### src/rtl/spi_leader_transmitter.sv
// SPI leader: serialises one data_length-bit word per start (MSB first, sck idle low), then a commit clock with ss high.
// Define SPI_LEADER_MISO_EN to add the miso input and rx_data output receive path.
module spi_leader_transmitter #(
  parameter int data_length = 8,
  parameter int clk_div     = 4
) (
  input  logic                   clk,
  input  logic                   rst,
  input  logic                   start,
  input  logic [data_length-1:0] data_in,
`ifdef SPI_LEADER_MISO_EN
  input  logic                   miso,
  output logic [data_length-1:0] rx_data,
`endif
  output logic                   busy,
  output logic                   done,
  output logic                   sck,
  output logic                   ss,
  output logic                   mosi
);

  localparam int DIV_W = (clk_div > 1) ? $clog2(clk_div) : 1;
  localparam int BIT_W = $clog2(data_length + 1);
  localparam logic [DIV_W-1:0] DIV_LAST = DIV_W'(clk_div - 1);
  localparam logic [BIT_W-1:0] BITS_ALL = BIT_W'(data_length);

  typedef enum logic [2:0] {
    IDLE,
    SETUP,
    DATA_HIGH,
    DATA_LOW,
    COMMIT_LOW,
    COMMIT_HIGH
  } state_t;

  state_t                 state_q, state_d;
  logic [DIV_W-1:0]       div_q, div_d;
  logic [BIT_W-1:0]       bits_q, bits_d;
  logic [data_length-1:0] shift_q, shift_d;
  logic                   sck_q, sck_d;
  logic                   ss_q, ss_d;
  logic                   mosi_q, mosi_d;
  logic                   busy_q, busy_d;
  logic                   done_q, done_d;
  logic                   tick;

  always_ff @(posedge clk) begin
    if (rst) begin
      state_q <= IDLE;
      div_q   <= '0;
      bits_q  <= '0;
      shift_q <= '0;
      sck_q   <= 1'b0;
      ss_q    <= 1'b1;
      mosi_q  <= 1'b0;
      busy_q  <= 1'b0;
      done_q  <= 1'b0;
    end else begin
      state_q <= state_d;
      div_q   <= div_d;
      bits_q  <= bits_d;
      shift_q <= shift_d;
      sck_q   <= sck_d;
      ss_q    <= ss_d;
      mosi_q  <= mosi_d;
      busy_q  <= busy_d;
      done_q  <= done_d;
    end
  end

  always_comb begin
    state_d = state_q;
    div_d   = div_q;
    bits_d  = bits_q;
    shift_d = shift_q;
    sck_d   = sck_q;
    ss_d    = ss_q;
    mosi_d  = mosi_q;
    busy_d  = busy_q;
    done_d  = 1'b0;
    tick    = (div_q == DIV_LAST);

    // Every state but IDLE lasts exactly one sck half-period.
    if (state_q != IDLE) begin
      div_d = tick ? '0 : div_q + DIV_W'(1);
    end

    case (state_q)
      IDLE: begin
        if (start) begin
          shift_d = data_in;
          bits_d  = BITS_ALL;
          ss_d    = 1'b0;
          mosi_d  = data_in[data_length-1];
          busy_d  = 1'b1;
          div_d   = '0;
          state_d = SETUP;
        end
      end
      SETUP: begin
        if (tick) begin
          sck_d   = 1'b1;
          state_d = DATA_HIGH;
        end
      end
      DATA_HIGH: begin
        if (tick) begin
          sck_d  = 1'b0;
          bits_d = bits_q - BIT_W'(1);
          if (bits_q > BIT_W'(1)) begin
            shift_d = shift_q << 1;
            mosi_d  = shift_q[data_length-2];
            state_d = DATA_LOW;
          end else begin
            // ss rises with the last data fall so the next rise is the commit clock.
            mosi_d  = 1'b0;
            ss_d    = 1'b1;
            state_d = COMMIT_LOW;
          end
        end
      end
      DATA_LOW: begin
        if (tick) begin
          sck_d   = 1'b1;
          state_d = DATA_HIGH;
        end
      end
      COMMIT_LOW: begin
        if (tick) begin
          sck_d   = 1'b1;
          state_d = COMMIT_HIGH;
        end
      end
      COMMIT_HIGH: begin
        if (tick) begin
          sck_d   = 1'b0;
          done_d  = 1'b1;
          busy_d  = 1'b0;
          state_d = IDLE;
        end
      end
      default: begin
        state_d = IDLE;
      end
    endcase
  end

`ifdef SPI_LEADER_MISO_EN
  logic [data_length-1:0] rx_shift_q, rx_shift_d;
  logic [data_length-1:0] rx_data_q, rx_data_d;

  always_ff @(posedge clk) begin
    if (rst) begin
      rx_shift_q <= '0;
      rx_data_q  <= '0;
    end else begin
      rx_shift_q <= rx_shift_d;
      rx_data_q  <= rx_data_d;
    end
  end

  // Sample on the edges that raise sck for a data bit; the commit rise is skipped.
  always_comb begin
    rx_shift_d = rx_shift_q;
    rx_data_d  = rx_data_q;
    if (tick && (state_q == SETUP || state_q == DATA_LOW)) begin
      rx_shift_d = {rx_shift_q[data_length-2:0], miso};
    end
    if (tick && state_q == COMMIT_HIGH) begin
      rx_data_d = rx_shift_q;
    end
  end

  assign rx_data = rx_data_q;
`endif

  assign busy = busy_q;
  assign done = done_q;
  assign sck  = sck_q;
  assign ss   = ss_q;
  assign mosi = mosi_q;

endmodule

### config.mk
export PLATFORM = sky130hd
export DESIGN_NAME = spi_leader_transmitter
export DESIGN_NICKNAME = d
export VERILOG_FILES = /design/src/rtl/spi_leader_transmitter.sv
export SDC_FILE = /design/constraint.sdc
export NUM_CORES = 1
export LEC_CHECK = 0
export CAP_MARGIN = 30
export CORE_ASPECT_RATIO = 1.25
export CORE_MARGIN = 2
export CORE_UTILIZATION = 44
export CTS_CLUSTER_DIAMETER = 30
export DETAILED_ROUTE_END_ITERATION = 8
export HOLD_SLACK_MARGIN = 0.1
export PLACE_DENSITY = 0.66
export SYNTH_ARGS = -nofsm -noshare
export SYNTH_HDL_FRONTEND = slang
export SYNTH_SLANG_ARGS = --single-unit
### constraint.sdc
create_clock -name clk -period 3.4 [get_ports clk]
set_input_delay 0.68 -clock clk [delete_from_list [all_inputs] [get_ports clk]]
set_output_delay 0.68 -clock clk [all_outputs]
set_load 0.005 [all_outputs]
==> results of run 1 <==
-- report_power, final --
| group | internal (µW) | switching [µW] |
|---|---|---|
| sequential | 261 | 13.0 |
| combinational | 37.6 | 32.0 |
| clock | 43.9 | 74.9 |
| total | 343 | 120 |
-- worst max path at each step --
stage / end / startpoint / depth (start not counted)
final: sck / sck / 1
after global routing: shift_q[2] / bits_q[0] / 6
after CTS: sck / sck / 1
after detailed placement: mosi / rst / 3
after global placement: mosi / rst / 3
after floorplan: bits_q[1] / div_q[0] / 6
-- flip-flops by register name, indices dropped and copies added (netlist names) --
name,count
mosi,1
shift_q,7
bits_q,4
done,1
ss,1
div_q,2
state_q,3
sck,1
busy,1
-- kinds of logic (layout without fill, tap and decap cells) --
group           after synthesis  count (layout)  synth area share (%)
simple gates                 43              43                  21.4
compound gates               26              26                  18.5
flops                        21              21                  40.0
buf+inv                      12              24                  7.26
mux                           7               7                  6.79
fa+ha+maj                     3               3                  3.57
xor+xnor                      3               3                  2.50
-- final cells by class --
type	count	area [µm²]
Timing Repair Buffer	16	158
Tap cell	31	38.8
Sequential cell	21	420
Fill cell	231	1020
Clock inverter	1	5.00
Clock buffer	3	22.5
Multi-Input combinational cell	82	554
Inverter	4	15.0
-- stage by stage --
step | total power [µW] | std cells | setup WS, ps | util [%]
finish | 463 | 158 | 1510 | 54.3
detailed placement | 351 | 154 | 1280 | 53.1
global placement | 349 | 154 | 1280 | 53.1
floorplan | 323 | 115 | 1910 | -
CTS | 469 | 158 | 1500 | 54.3
global route | 490 | 158 | 1450 | 54.3
-- tightest hold or removal path, stage by stage (launching register included) --
cell and delay (ps):
dfxtp_1 330, nand3_1 60, a21oi_1 50
-- routing by layer --
metal / share of wire (%) / up-vias / track usage, %
met5: 0 / - / 0
met3: 4.0 / 4 / 3.07
met2: 50 / 12 / 29.5
li1: - / 443 / -
met1: 43 / 405 / 18.3
met4: 2.4 / 0 / 9.27
-- synth_stat cells, types with 2 or more instances --
| library cell | n |
|---|---|
| nor3_1 | 6 |
| nand2_1 | 9 |
| ha_1 | 3 |
| nand2b_1 | 2 |
| nor2_1 | 13 |
| clkbuf_1 | 2 |
| mux2i_1 | 6 |
| dfxtp_1 | 21 |
| buf_6 | 3 |
| o21ai_0 | 5 |
| a21oi_1 | 7 |
| inv_1 | 4 |
| xor2_1 | 2 |
| a221oi_1 | 7 |
| nand3_1 | 4 |
| buf_4 | 2 |
==> reports/qor.yml, run 1 <==
critical_path:
  arrival_ps: 1210
  crit_path_end_kind: "output pin"
  timing.rr.end: "shift_q[4]"
  cp.buffers_inverters: 1
  cp_slowest_cell: "clkdlybuf4s50_1"
  max_stage_delay_ps: 510
  regToRegSetupSlack_ps: 1640
  start_kind: "flip-flop"
  criticalPathCategory: "flip-flop to output pin"
  critPathRequiredTime_ps: 2720
  r2r_start: "bits_q[0]"
  cpLargestDelayFamily: "buffers and inverters"
  crit_path_cell_trace: "clkdlybuf4s50_1"
  crit_fanout: 4
  worstRegToRegCells: 6
grt:
  grt_pass1_wl_mm: 3.37
  grt_max_degree: 23
  grt_pass1_vias: 829
  track_usage_pct: 17.0
  globalRoute.totalOverflow: 0
  antenna_found_initial: 0
yosys:
  ys_seq_elements: 21
  synth_area_leaders: "dfxtp_1, a221oi_1, mux2i_1, nor2_1, ha_1"
  yosysWarningCount: 0
  yosys_most_used_dff: "dfxtp_1"
  synth_area_leader_cell: "dfxtp_1"
  postSynthCellCount: 115
  syn-num-nets: 129
  synth_edf_count: 0
  async_flop_share_pct: 0
  synth-seq-area-share_pct: 40.0
  ys_types: 35
  syn_area_per_cell_um2: 9.14
  syn_area_um2: 1050
  netlist.area_leader.share_pct: 40.0
finish:
  layout.nets: 142
  diodes: 0
  final_layout_size_suffix_gt1_share_pct: 7.87
  final_common_cell: "dfxtp_1"
  postLayoutCellArea_um2: 1210
  layout_common_cells: "dfxtp_1, clkdlybuf4s50_1, nor2_1"
  area_delta_synth_final_pct: 15.5
clocking:
  ctsResizeCount: 0
  cts.reportedPaths.clkPinSlew_ps: 120
  cts_tree: "done"
  cts_root_buffer: "clkbuf_4"
  ctsHtreeMaxLevel: 1
  cts_setup_buffers: 0
  cts_buffers: 3
  cts_hold_buf: 0
  cts_num_sinks: 21
  clockBufferDepth: 2
  clock_latency_ps: 300
pwr:
  p_leak_uw: 0.000424
  ir_drop_mv: 0.180
  p_per_area_nw_per_um2: 381
floorplan:
  dieHeight_um: 58.6
  core.rowCount: 19
  fp.dieW_um: 47.7
  start_util_pct: 47.0
  core_area_um2: 2230
  io_pins: 16
  dieArea_um2: 2800
drt:
  ant_nets: 0
  drc: 0
  wl_mm: 2.02
  num_vias: 864
  wl_per_cell_um: 12.8
  dr.pass1.iters: 4
  dr.first_iter.drc_count: 7
  viasPerCell: 5.47
sta:
  fin_crit_ps: 1890
  period_share_pct: 55.6
  relSlewSlack_pct: 50.9
  tns_ps: 0
  finClkSkew_ps: 7.48
  worst_pin_slew_ps: 735
  final-setup-viol-count: 0
  rsz0062_at_grt: "false"
  fmax_ghz: 0.529
  finalHoldViolCount: 0
  drv_slew: 0
  whs_ps: 468
run:
  cap_violations: 0
placed_design:
  routabilityCongestion: 0.739
  post_dp_cell_area_um2: 1190
  portBuffers: 15
  hpwl_mm: 1.52
hold_path:
  hp-start: "shift_q[0]"
  holdPathEnd: "shift_q[0]"
  holdPathStages: 2
  worst_hold_path_type: "flip-flop to flip-flop"
run_status:
  run_status: "finished clean"
Note: power is estimated with default switching activity, not from simulation.
==> run 2: changes to the inputs <==
Settings changed: PLACE_DENSITY 0.66 to 0.69.
Clock period 3.4 ns to 1.7 ns, I/O delays scaled along.
==> run 2 against run 1 <==
Effect of this change:
- register-to-register slack worse by 1500 ps
- clock skew is 1.6 ps higher
- clock power is 110% higher
- worst hold slack better by 11 ps
- non-clock buffer count is 10 higher
- first-iteration DRC count grew to 3.7 times the previous value
- total power is 110% higher
- worst setup slack worse by 1400 ps
- largest cell class unchanged
==> reports/qor.yml, run 2 (synthesis results as in run 1) <==
clocking:
  cts_tree: "done"
  cts.reportedPaths.clkPinSlew_ps: 120
  clock_latency_ps: 310
  cts_hold_buf: 0
  cts_buffers: 3
  ctsHtreeMaxLevel: 1
  cts_root_buffer: "clkbuf_4"
  cts_num_sinks: 21
  clockBufferDepth: 2
placed_design:
  routabilityCongestion: 0.881
  dp_slack_ps: 4.98
  hpwl_mm: 1.67
  portBuffers: 15
  post_dp_cell_area_um2: 1250
sta:
  drv_slew: 0
  final-setup-viol-count: 0
  fin_crit_ps: 1610
  whs_ps: 479
  finClkSkew_ps: 9.05
  tns_ps: 0
  relSlewSlack_pct: 79.0
  worst_pin_slew_ps: 314
  finalHoldViolCount: 0
  rsz0062_at_grt: "false"
  period_share_pct: 94.7
  fmax_ghz: 0.621
  fin_ws_ps: 90.3
drt:
  dr.first_iter.drc_count: 26
  wl_per_cell_um: 13.1
  viasPerCell: 5.39
  ant_nets: 0
  dr.pass1.iters: 4
  wl_mm: 2.20
  num_vias: 905
  drc: 0
critical_path:
  crit_fanout: 6
  criticalPathCategory: "flip-flop to flip-flop"
  cp_slowest_cell: "dfxtp_1"
  arrival_ps: 1870
  regToRegSetupSlack_ps: 90
  start_kind: "flip-flop"
  critPathRequiredTime_ps: 1960
  crit_path_end_kind: "flip-flop"
  max_stage_delay_ps: 380
  crit_path_cell_trace: "inv_1 > ha_1 > nor2_4 > o311ai_4 > buf_12 > or3b_1 > o21ai_0"
floorplan:
  fp.dieW_um: 47.7
  core_area_um2: 2230
  dieHeight_um: 58.6
  start_util_pct: 47.0
  io_pins: 16
  dieArea_um2: 2800
  core.rowCount: 19
finish:
  area_delta_synth_final_pct: 25.4
  fillCellCount: 225
  postLayoutCellArea_um2: 1320
  multi_input_area_um2: 571
  diodes: 0
  largest_reg_flops: 7
  layout_common_cells: "dfxtp_1, clkdlybuf4s50_1, nor2_1"
  largest-register: "shift_q"
  final_common_cell: "dfxtp_1"
  reg.largest.list: "shift_q (7), bits_q (4), state_q (3)"
  layout.nets: 152
  ff_latch_area_um2: 420
  final_layout_size_suffix_gt1_share_pct: 16.8
  fin_util_pct: 59.0
pwr:
  p_leak_uw: 0.000480
  ir_drop_mv: 0.398
  p_per_area_nw_per_um2: 721
grt:
  antenna_found_initial: 0
  track_usage_pct: 18.1
  grt_pass1_wl_mm: 3.59
  grt_max_degree: 13
  globalRoute.totalOverflow: 0
  grt_pass1_vias: 873
hold_path:
  worst_hold_path_type: "flip-flop to flip-flop"
run:
  cap_violations: 0
run_status:
  run_status: "finished clean"
-- run 2: changes by cell type in the layout (fill, tap and decap cells not counted) --
cell / change
buf_4: +9
a221oi_1: -1
a221oi_2: +1
buf_12: +1
nand2_1: -1
nand2_2: +1
nor2_1: -1
nor2_4: +1
-- run 2: cell type report --
cell class / count / area share [%]
Multi-Input combinational cell: 82 / 43.3
Sequential cell: 21 / 31.9
Timing Repair Buffer: 26 / 18.6
Tap cell: 31 / 2.94
Clock buffer: 3 / 1.71
Inverter: 4 / 1.14
Clock inverter: 1 / 0.380
-- run 2: report_power, final --
part           internal, µW  switching, µW
logic                  85.1           68.6
clock network          88.0            159
registers               523           26.6
-- run 2: worst paths after layout --
check              from  depth (start not counted)         end
max           bits_q[0]                          7        mosi
min          shift_q[0]                          2  shift_q[0]
max reg2reg   bits_q[0]                          7        mosi
min reg2reg  shift_q[0]                          2  shift_q[0]
-- run 2: through the flow --
stage	total power, µW	std cells
after floorplan	646	115
after global placement	708	163
after detailed placement	713	163
after CTS	960	167
after global routing	1000	168
final	950	168
-- run 2: worst max-delay path: cells and delay by family (launching register included) --
family / cells / cell delay, ps
adder cells (fa/ha/maj): 1 / 240
flip-flops: 1 / 380
AO/OA/AOI/OAI: 2 / 200
AND/OR/NAND/NOR: 2 / 490
buffers and inverters: 2 / 240
-- run 2: per-layer routing --
metal	GRT usage (%)	part of all wire (%)
met1	21.1	44
met2	30.5	50
met3	2.76	3.7
met4	9.27	2.2
met5	0	0
-- run 2: timing repair --
| action | in CTS | in global routing |
|---|---|---|
| setup buffers | 0 | 1 |
| setup endpoints to repair | 0 | 6 |
| resized for setup | 0 | 4 |
